<file path="config.mk">
export PLATFORM = sky130hd
export DESIGN_NAME = multi_cycle_controller
export DESIGN_NICKNAME = d
export VERILOG_FILES = /design/src/rtl/multi_cycle_controller.sv
export SDC_FILE = /design/constraint.sdc
export NUM_CORES = 1
export LEC_CHECK = 0
export BUFFER_PORTS_ARGS = -buffer_cell sky130_fd_sc_hd__buf_4
export CAP_MARGIN = 0
export CORE_MARGIN = 4
export CORE_UTILIZATION = 31
export DETAILED_ROUTE_END_ITERATION = 6
export SLEW_MARGIN = 20
export SYNTH_ARGS = -nofsm -noshare
export SYNTH_HDL_FRONTEND = slang
export SYNTH_SLANG_ARGS = --single-unit
export TNS_END_PERCENT = 20
</file>
<file path="constraint.sdc">
create_clock -name clk -period 1.3 [get_ports clk]
set_input_delay 0.26 -clock clk [delete_from_list [all_inputs] [get_ports clk]]
set_output_delay 0.26 -clock clk [all_outputs]
set_load 0.02 [all_outputs]
</file>
<file path="src/rtl/multi_cycle_controller.sv">
// Moore-style multi-cycle RISC-V control FSM: sequences fetch/decode/execute/writeback per opcode.
// Optional MC_ILLEGAL_TRAP_EN: illegal opcodes park the FSM in HALT instead of retiring as a NOP.
module multi_cycle_controller (
    input  logic       clk,
    input  logic       rst,
    input  logic [6:0] op,
    input  logic [2:0] func3,
    input  logic [6:0] func7,
    input  logic       zero,
    input  logic       lt,
    output logic       PCWrite,
    output logic       AdrSrc,
    output logic       MemWrite,
    output logic       IRWrite,
    output logic [1:0] ResultSrc,
    output logic [2:0] ALUControl,
    output logic [1:0] ALUSrcA,
    output logic [1:0] ALUSrcB,
    output logic [2:0] ImmSrc,
    output logic       RegWrite,
    output logic       halt,
    output logic [3:0] state
);

    typedef enum logic [3:0] {
        S_FETCH    = 4'd0,
        S_DECODE   = 4'd1,
        S_MEMADR   = 4'd2,
        S_MEMREAD  = 4'd3,
        S_MEMWB    = 4'd4,
        S_MEMWRITE = 4'd5,
        S_EXECR    = 4'd6,
        S_EXECI    = 4'd7,
        S_ALUWB    = 4'd8,
        S_BRANCH   = 4'd9,
        S_JAL      = 4'd10,
        S_JALR     = 4'd11,
        S_JALRLINK = 4'd12,
        S_LUI      = 4'd13,
        S_HALT     = 4'd14
    } state_t;

    localparam logic [6:0] OP_LOAD   = 7'b0000011;
    localparam logic [6:0] OP_STORE  = 7'b0100011;
    localparam logic [6:0] OP_RTYPE  = 7'b0110011;
    localparam logic [6:0] OP_ITYPE  = 7'b0010011;
    localparam logic [6:0] OP_BRANCH = 7'b1100011;
    localparam logic [6:0] OP_JAL    = 7'b1101111;
    localparam logic [6:0] OP_JALR   = 7'b1100111;
    localparam logic [6:0] OP_LUI    = 7'b0110111;

    localparam logic [2:0] ALU_ADD = 3'b000;
    localparam logic [2:0] ALU_SUB = 3'b001;
    localparam logic [2:0] ALU_AND = 3'b010;
    localparam logic [2:0] ALU_OR  = 3'b011;
    localparam logic [2:0] ALU_XOR = 3'b100;
    localparam logic [2:0] ALU_SLT = 3'b101;

    state_t state_r;
    state_t next_s;
    logic   mem_write_s;
    logic   reg_write_s;
    logic   func7_unused_s;

    function automatic logic [2:0] alu_decode(input logic [2:0] f3, input logic sub_en);
        case (f3)
            3'b000:  alu_decode = sub_en ? ALU_SUB : ALU_ADD;
            3'b111:  alu_decode = ALU_AND;
            3'b110:  alu_decode = ALU_OR;
            3'b100:  alu_decode = ALU_XOR;
            3'b010:  alu_decode = ALU_SLT;
            default: alu_decode = ALU_ADD;
        endcase
    endfunction

    function automatic logic branch_taken(input logic [2:0] f3, input logic z, input logic l);
        case (f3)
            3'b000:  branch_taken = z;
            3'b001:  branch_taken = ~z;
            3'b100:  branch_taken = l;
            3'b101:  branch_taken = ~l;
            default: branch_taken = 1'b0;
        endcase
    endfunction

    // Only func7[5] distinguishes add/sub; the remaining bits are decoded elsewhere in the core.
    assign func7_unused_s = ^{func7[6], func7[4:0]};

    // State register, forced to FETCH asynchronously while rst is low.
    always_ff @(posedge clk or negedge rst) begin
        if (!rst) begin
            state_r <= S_FETCH;
        end else begin
            state_r <= next_s;
        end
    end

    // Next-state selection.
    always_comb begin
        next_s = S_FETCH;
        case (state_r)
            S_FETCH:  next_s = S_DECODE;
            S_DECODE: begin
                case (op)
                    OP_LOAD, OP_STORE: next_s = S_MEMADR;
                    OP_RTYPE:          next_s = S_EXECR;
                    OP_ITYPE:          next_s = S_EXECI;
                    OP_BRANCH:         next_s = S_BRANCH;
                    OP_JAL:            next_s = S_JAL;
                    OP_JALR:           next_s = S_JALR;
                    OP_LUI:            next_s = S_LUI;
`ifdef MC_ILLEGAL_TRAP_EN
                    default:           next_s = S_HALT;
`else
                    default:           next_s = S_FETCH;
`endif
                endcase
            end
            S_MEMADR: begin
                if (op == OP_STORE) begin
                    next_s = S_MEMWRITE;
                end else begin
                    next_s = S_MEMREAD;
                end
            end
            S_MEMREAD:  next_s = S_MEMWB;
            S_EXECR:    next_s = S_ALUWB;
            S_EXECI:    next_s = S_ALUWB;
            S_JAL:      next_s = S_ALUWB;
            S_JALR:     next_s = S_JALRLINK;
`ifdef MC_ILLEGAL_TRAP_EN
            S_HALT:     next_s = S_HALT;
`endif
            default:    next_s = S_FETCH;
        endcase
    end

    // Output decode from the current state (plus instruction fields where the state needs them).
    always_comb begin
        PCWrite     = 1'b0;
        AdrSrc      = 1'b0;
        mem_write_s = 1'b0;
        IRWrite     = 1'b0;
        ResultSrc   = 2'b00;
        ALUControl  = ALU_ADD;
        ALUSrcA     = 2'b00;
        ALUSrcB     = 2'b00;
        ImmSrc      = 3'b000;
        reg_write_s = 1'b0;
        case (state_r)
            S_FETCH: begin
                IRWrite   = 1'b1;
                PCWrite   = 1'b1;
                ALUSrcB   = 2'b10;
                ResultSrc = 2'b10;
            end
            S_DECODE: begin
                ALUSrcA = 2'b01;
                ALUSrcB = 2'b01;
                ImmSrc  = (op == OP_JAL) ? 3'b011 : 3'b010;
            end
            S_MEMADR: begin
                ALUSrcA = 2'b10;
                ALUSrcB = 2'b01;
                ImmSrc  = (op == OP_STORE) ? 3'b001 : 3'b000;
            end
            S_MEMREAD:  AdrSrc = 1'b1;
            S_MEMWB: begin
                ResultSrc   = 2'b01;
                reg_write_s = 1'b1;
            end
            S_MEMWRITE: begin
                AdrSrc      = 1'b1;
                mem_write_s = 1'b1;
            end
            S_EXECR: begin
                ALUSrcA    = 2'b10;
                ALUControl = alu_decode(func3, func7[5]);
            end
            S_EXECI: begin
                ALUSrcA    = 2'b10;
                ALUSrcB    = 2'b01;
                ALUControl = alu_decode(func3, 1'b0);
            end
            S_ALUWB:    reg_write_s = 1'b1;
            S_BRANCH: begin
                ALUSrcA    = 2'b10;
                ALUControl = ALU_SUB;
                PCWrite    = branch_taken(func3, zero, lt);
            end
            S_JAL: begin
                ALUSrcA = 2'b01;
                ALUSrcB = 2'b10;
                PCWrite = 1'b1;
            end
            S_JALR: begin
                ALUSrcA   = 2'b10;
                ALUSrcB   = 2'b01;
                ResultSrc = 2'b10;
                PCWrite   = 1'b1;
            end
            S_JALRLINK: begin
                ALUSrcA     = 2'b01;
                ALUSrcB     = 2'b10;
                ResultSrc   = 2'b10;
                reg_write_s = 1'b1;
            end
            S_LUI: begin
                ImmSrc      = 3'b100;
                ResultSrc   = 2'b11;
                reg_write_s = 1'b1;
            end
            default: begin
                PCWrite = 1'b0;
            end
        endcase
    end

    // Store and register-write strobes must never fire while reset is held.
    assign MemWrite = mem_write_s & rst;
    assign RegWrite = reg_write_s & rst;
    assign state    = state_r;

`ifdef MC_ILLEGAL_TRAP_EN
    assign halt = (state_r == S_HALT) & rst;
`else
    assign halt = 1'b0;
`endif

endmodule
</file>
-- Word level (Yosys, flattened, before mapping)
Cells that the tools add are included.
- flip-flop bits (word level): 4
- output and inout bits: 22
- muxes and demuxes: 19
- eq/ne operators: 27
- bitwise logic cells: 4
- reductions and logical operators: 12
- operators with widths (operator ; number):
    $pmux W4 S7 ; 1
    $eq A4 B4 Y1 const B ; 6
    $pmux W4 S6 ; 1
    $eq A7 B6 Y1 const B ; 3
    $eq A7 B7 Y1 const B ; 3
    $pmux W3 S3 ; 2
    $eq A4 B3 Y1 const B ; 4
    $pmux W3 S5 ; 1
    $reduce_or A3 Y1 ; 5
    $eq A3 B3 Y1 const B ; 4
    $pmux W3 S4 ; 1
    $eq A4 B2 Y1 const B ; 2
    $pmux W2 S2 ; 2
    $reduce_or A4 Y1 ; 2
    $eq A7 B2 Y1 const B ; 1
    $eq A7 B5 Y1 const B ; 1
    $mux W1 ; 7
    $pmux W2 S3 ; 1
    $reduce_or A5 Y1 ; 1
    $eq A4 B1 Y1 const B ; 1
    $logic_not A4 Y1 ; 1
    $pmux W1 S4 ; 1
    $reduce_or A2 Y1 ; 2
    $eq A3 B1 Y1 const B ; 1
    other kinds (6) ; 8

-- Logic depth before layout (Yosys ltp)
Gate-level depths: netlist (run 1).
- depth after elaboration: 4
- depth in mapped cells: 6
- gate-level depth less buffers: 5

-- Worst setup path after synthesis (run 1)
Ideal clock, no wire load.
- path kind: register to output
- start: register state_r[2] (netlist: state[2])
- end: output ResultSrc[1]
- setup slack: -0.749 ns
- arrival time: 1.789 ns
- required time: 1.040 ns
- cell stages (with the launch flop): 5
- cells stage by stage: dfrtp_1 -> buf_2 -> buf_6 -> nor4_1 -> a21o_1
- word-level cells in the longest chain between the ends: 3
- elaborated cells on any way between the ends: 7
- RTL lines (what ; line ; RTL):
    start: declaration ; 59 ; state_t state_r;
    start signal: assignment ; 94 ; state_r <= next_s;
    $eq A4 B4 Y1 / $logic_not A4 Y1 (equally long branches) ; 150 ; case (state_r)
    $reduce_or A3 Y1 (no source line) ; - ;
    $pmux W2 S3 * ; 150 ;
    end: declaration ; 15 ; output logic [1:0] ResultSrc,
Every way passes the cells marked *; elsewhere a longest branch is shown, timed or not.

-- Worst setup path after layout (run 1)
- start: register state_r[1] (netlist: state[1])
- end: output ALUSrcB[1]
- word-level cells in the longest chain between the ends: 3
- elaborated cells on any way between the ends: 10
- RTL lines (what ; line ; RTL):
    $eq A4 B2 Y1, or another cell as far along ; 150 ;
    $reduce_or A4 Y1 (no source line) / $reduce_or A3 Y1 (equally long branches) ; - ;
    $pmux W2 S2 * ; 150 ;
    end: declaration ; 18 ; output logic [1:0] ALUSrcB,
Marked as above.

==> qor.txt, run 1 <==
Status = finished with violations
Failing checks = setup timing
Initial cell density of the core = 0.335
Full die area = 0.00297 sq mm
Crit-path max FO = 5
Final Hold Viols = 0
CP Capture Type = primary output
TritonCTS clock tree = built
Congestion Overflow GR = 0
1st-iter DRT viols = 12
Max cap viols = 0
Leading cell types in the layout, fill and taps excluded = 52 x buf_4, 11 x buf_6, 7 x nor2b_1, 5 x nor2_1
Critical Path, Cell by Cell = buf_4 > xnor2_1 > nand2b_1 > a21oi_2 > buf_4
Cell count after placement = 170
Htree depth = 1
Reg clk slew, reported paths = 0.04 ns
Clock Latency Late Sink = 0.24 ns
Root buffer cell = clkbuf_4
Max VDD drop = 663 uV
Final ANT Viol Nets = 0
Vias = 914
Period utilization = 1.33
Top cell by count, worst path = buf_4
CP Data Required Time = 1.04 ns
Place WS = -0.297 ns
Vias in the first global route = 892
Core Util, Final = 0.680
RSZ-0062 raised after global routing = true
Ant. Diodes = 0
Height of the die = 54.5 microns
All-Layer GR Usage = 0.179
Port Buf Inserts = 35
Slew Viols, Final = 0
Arr. time, crit path = 1.46 ns
First-pass GRT wire length = 3870 microns
Max frequency = 0.580 GHz
Layout cells sized above 1 = 0.649
PnR worst setup slack = -0.425 ns
Largest net degree at the start of global routing = 15
Hold/Removal Path Class = in -> async
Nets = 174
Initial antenna violation count = 0
Max FFs per register = 4
Fillers = 182
CP max stage delay = 0.43 ns
Sequential share of the synthesized area = 0.149
DRC Markers = 0
Mean Syn Cell Area = 7.45 sq um
Routed Wire Length = 2430 microns
I/O pin count = 43
Commonest non-fill, non-tap cell in the layout = buf_4
Min cycle time layout = 1.72 ns
#FFs+latches synth = 4
Area grow syn2layout = 103%
Die width = 54.5 microns
Crit path kind = reg -> out
Power per Cell Area = 986 mW/mm^2
First-pass detailed-route iteration total = 4
Number of vias per cell = 5.13
CTS Buf Count = 3
Std cell rows = 16
Worst Skew = 0.00648 ns
Synthesis warning total = 0
Post-Syn Instances = 90
Endpoints failing setup = 20
Startpoint types = flop
Placer Congestion = 0.810
CTS Sinks = 4
Synth unique cells = 44
Post-synthesis cell area = 671 sq um
Core Box Area = 0.00200 sq mm
Worst path slowest cell = dfrtp_2
Fin cells = 178
Detailed Place HPWL = 1770 microns
WL/cell = 13.6 microns
Leakage power = 0.618 nW
CTS Buffer Depth = 2
Post-Syn Nets = 111
power by group:
group          total [mW]  switching [mW]  internal, mW
clock               0.161          0.0578         0.104
combinational        1.00           0.497         0.506
sequential          0.178          0.0332         0.144
through the flow:
stage               total power [mW]  setup TNS [ns]  hold WS [ns]  cell area (sq um)
floorplan                      0.687           -1.91       -0.0356                762
global placement                1.05           -2.06        0.0671               1180
detailed placement              1.06           -2.35        0.0674               1180
CTS                             1.30           -6.14         0.395               1310
global route                    1.44           -7.19         0.431               1360
finish                          1.34           -5.97         0.407               1360
kinds of logic (layout without fill, tap and decap cells):
family	after synthesis	after routing	share of synthesized area
AND/OR/NAND/NOR	44	44	0.399
AO/OA/AOI/OAI	22	22	0.241
buffers and inverters	13	74	0.121
flip-flops	4	4	0.149
XOR/XNOR	3	3	0.0392
multiplexers	3	3	0.0448
other	1	1	0.00559
final timing paths:
kind | startpoint | end | slack, ns | cells after the start
max reg2reg | state[2]$_DFF_PN0_ | state[2]$_DFF_PN0_ | -0.16 | 5
min in group clk | op[0] | state[3]$_DFF_PN0_ | 0.46 | 4
min | rst | state[2]$_DFF_PN0_ | 0.41 | 2
min reg2reg | state[2]$_DFF_PN0_ | state[0]$_DFF_PN0_ | 0.71 | 2
max | state[1]$_DFF_PN0_ | ALUSrcB[1] | -0.42 | 5
max in group asynchronous | rst | state[1]$_DFF_PN0_ | 0.70 | 2
area by class of cell:
cell class	instances	area, sq um	area share
Multi-Input combinational cell	73	634	0.466
Timing Repair Buffer	66	544	0.400
Sequential cell	4	105	0.0772
Tap cell	27	33.8	0.0248
Clock buffer	3	22.5	0.0165
Inverter	5	21.3	0.0156
routing by layer:
layer	up-vias	global-route usage	part of all wire	routed length (microns)
met5	-	0	0	0
met4	0	0.0747	0.013	32
met3	4	0.0163	0.045	109
met2	26	0.307	0.53	1290
met1	438	0.227	0.41	994
li1	446	-	-	-
critical path, delay by kind of cell, from the launching register on:
kind	cells	cell delay, ns
flops	1	0.43
buf+inv	2	0.31
xor+xnor	1	0.27
simple gates	1	0.17
compound gates	1	0.05
synthesized netlist by cell type (all sizes together):
cell,n,area [sq um]
a21boi,2,15.0
a41oi,1,16.3
o32ai,1,8.76
nand4b,1,8.76
clkbuf,1,3.75
o21bai,1,7.51
o211ai,1,7.51
o22ai,1,6.26
conb,1,3.75
and3,3,18.8
a21oi,4,20.0
o21ai,4,20.0
nand4,1,6.26
inv,5,18.8
nand2,7,26.3
a21bo,1,10.0
nand2b,4,25.0
and3b,2,17.5
nor4,1,6.26
nor3,2,10.0
and2b,1,7.51
o2111ai,1,8.76
xnor2,3,26.3
dfrtp,4,100
nor4b,2,23.8
a21o,2,15.0
mux2i,3,30.0
nor2b,8,50.1
a32oi,1,8.76
buf,7,58.8
nand3,1,5.00
or4b,1,10.0
or3,1,6.26
o41ai,1,8.76
nor2,6,22.5
nor3b,2,15.0
a2111oi,1,8.76
or3b,1,8.76
repair_timing:
action                                  4_1_cts  5_1_grt
resized for setup                            16       15
hold buffers                                  1        0
gates cloned                                  1        0
pin swaps                                     5        2
hold endpoints to repair                      4        0
buffers inserted                              3        0
endpoints found under the setup margin       21       22
Power figures use the tool's default switching activity.
==> run 2, diff against run 1 <==
- CELL_PAD_IN_SITES_DETAIL_PLACEMENT: default -> 1
- CELL_PAD_IN_SITES_GLOBAL_PLACEMENT: default -> 1
- CORE_UTILIZATION: 31 -> 25
- PLACE_DENSITY_LB_ADDON: default -> 0.1
- SKIP_CTS_REPAIR_TIMING: default -> 1
==> run 2 against run 1 <==
Net effect:
- the flow still finishes with violations (setup timing)
- clock-buffer cell count unchanged
- total power rose by 4.3%
- cell area rose by 6.8%
- sequential power barely moved
- largest cell class unchanged
- largest power group unchanged
==> qor.txt, run 2 (synthesis gave the netlist of run 1 again) <==
WL/cell = 15.0 microns (+10%)
All-Layer GR Usage = 0.154 (-0.0253)
Leakage power = 0.684 nW (+11%)
Max FFs per register = 4 (unchanged)
Placer Congestion = 0.753 (-7.1%)
Initial antenna violation count = 0 (unchanged)
Crit-path max FO = 6 (+1)
TritonCTS clock tree = built
Status = finished with violations
CP Data Required Time = 1.04 ns (about the same)
Die width = 59.8 microns (+9.7%)
Vias = 930 (+1.8%)
Critical Path, Cell by Cell = nor4b_4 > nand4_1 > o21ai_2 > buf_6
DRC Markers = 0 (unchanged)
Layout cells sized above 1 = 0.702 (+0.0529)
Met2 WL = 1580 microns (+22%)
Root buffer cell = clkbuf_4
Std cell rows = 18 (+2)
Failing checks = setup timing
Height of the die = 59.8 microns (+9.7%)
Hold slack = 0.404 ns (-0.00235 ns)
Critical path's top delay family = simple AND/OR/NAND/NOR gates
Worst Skew = 0.00705 ns (+0.000571 ns)
Vias in the first global route = 901 (+1.0%)
Port Buf Inserts = 35 (unchanged)
Reg clk slew, reported paths = 0.04 ns (about the same)
Core Util, Final = 0.576 (-0.104)
Routed Wire Length = 2870 microns (+18%)
First-pass detailed-route iteration total = 4 (unchanged)
Max VDD drop = 669 uV (+0.96%)
Core Box Area = 0.00252 sq mm (+26%)
Congestion Overflow GR = 0 (unchanged)
Fin cells = 191 (+7.3%)
Full die area = 0.00358 sq mm (+20%)
Max frequency = 0.571 GHz (-1.4%)
Buf/Inv on CP = 1 (-1)
Hold/Removal Path Class = in -> async
Slew Viols, Final = 0 (unchanged)
1st-iter DRT viols = 24 (+12)
First-pass GRT wire length = 4200 microns (+8.6%)
Area grow syn2layout = 117%
Detailed-routed wire length on met3 = 80 microns (-27%)
Multi-input gate area = 663 sq um (+4.5%)
Power per Cell Area = 963 mW/mm^2 (-2.3%)
Number of vias per cell = 4.87 (-5.2%)
Initial cell density of the core = 0.266 (-0.0691)
Final ANT Viol Nets = 0 (unchanged)
Largest net degree at the start of global routing = 9 (-6)
CTS Buf Count = 3 (unchanged)
Leading cell types in the layout, fill and taps excluded = 66 x buf_4, 9 x buf_6, 6 x nor2b_1, 5 x nand2_1
Commonest non-fill, non-tap cell in the layout = buf_4
Detailed Place HPWL = 2180 microns (+23%)
Uppermost layer routed = met4
Htree depth = 1 (unchanged)
CTS Buffer Depth = 2 (unchanged)
TNS Setup = -5.98 ns (-0.0116 ns)
Clock Latency Late Sink = 0.24 ns (about the same)
Max cap viols = 0 (unchanged)
Final Hold Viols = 0 (unchanged)
Nets = 184 (+5.7%)
Register area = 105 sq um (unchanged)
Ant. Diodes = 0 (unchanged)
Period utilization = 1.35 (+0.0195)
CP Capture Type = primary output
I/O pin count = 43 (unchanged)
Fillers = 320 (+76%)
Routed metal-1 wire length = 1160 microns (+17%)
Endpoints failing setup = 21 (+5.0%)
Min cycle time layout = 1.75 ns (+0.0253 ns)
RSZ-0062 raised after global routing = true
Startpoint types = flop
PnR worst setup slack = -0.450 ns (-0.0253 ns)
CP max stage delay = 0.46 ns (+0.03 ns)
Arr. time, crit path = 1.49 ns (+0.03 ns)
CTS Sinks = 4 (unchanged)
Cell count after placement = 180 (+5.9%)
Crit path kind = reg -> out
Worst path slowest cell = dfrtp_2
==> run 2: cell count changes in the layout (fill, tap and decap cells not counted), sizes merged <==
cell,delta
buf,+10
==> run 2: cell type report <==
class,count,area share
inverter,5,0.0129
timing repair buffer,76,0.417
clock buffer,3,0.0155
tap,30,0.0258
multi-input combinational,73,0.456
sequential,4,0.0723
==> run 2: worst register-to-register path, delay by kind of cell (launching register included) <==
kind                   cells  cell delay (ns)
AOI/OAI and AO/OA          1             0.08
buffers and inverters      2             0.29
DFF                        1             0.46
and+or+nand+nor            2             0.54
==> run 2: power by group <==
part	internal [mW]	total [mW]	switching [mW]
clock network	0.103	0.157	0.0533
logic	0.545	1.06	0.518
registers	0.145	0.180	0.0357
total	0.793	1.40	0.607
==> run 2: path summary, 6_finish.rpt <==
| check | startpoint | end | depth (start not counted) | slack, ns |
|---|---|---|---|---|
| setup / recovery | state[3]$_DFF_PN0_ | ImmSrc[0] | 4 | -0.45 |
| hold / removal | rst | state[2]$_DFF_PN0_ | 2 | 0.40 |
| setup reg to reg | state[3]$_DFF_PN0_ | state[2]$_DFF_PN0_ | 5 | -0.16 |
| hold reg to reg | state[0]$_DFF_PN0_ | state[1]$_DFF_PN0_ | 3 | 0.69 |
| max in group asynchronous | rst | state[1]$_DFF_PN0_ | 2 | 0.70 |
| min in group clk | op[0] | state[3]$_DFF_PN0_ | 4 | 0.43 |
==> run 2: metrics by stage <==
stage | instance area [sq um] | total power, mW | setup slack [ns]
after floorplan | 762 | 0.687 | -0.231
after global placement | 1230 | 1.10 | -0.280
after detailed placement | 1230 | 1.11 | -0.305
after CTS | 1260 | 1.28 | -0.489
after global routing | 1450 | 1.50 | -0.539
final | 1450 | 1.40 | -0.450
==> run 2: routing by layer <==
metal	track usage	vias up
li1	-	463
met1	0.194	446
met2	0.258	17
met3	0.0151	4
met4	0.0759	0
met5	0	-
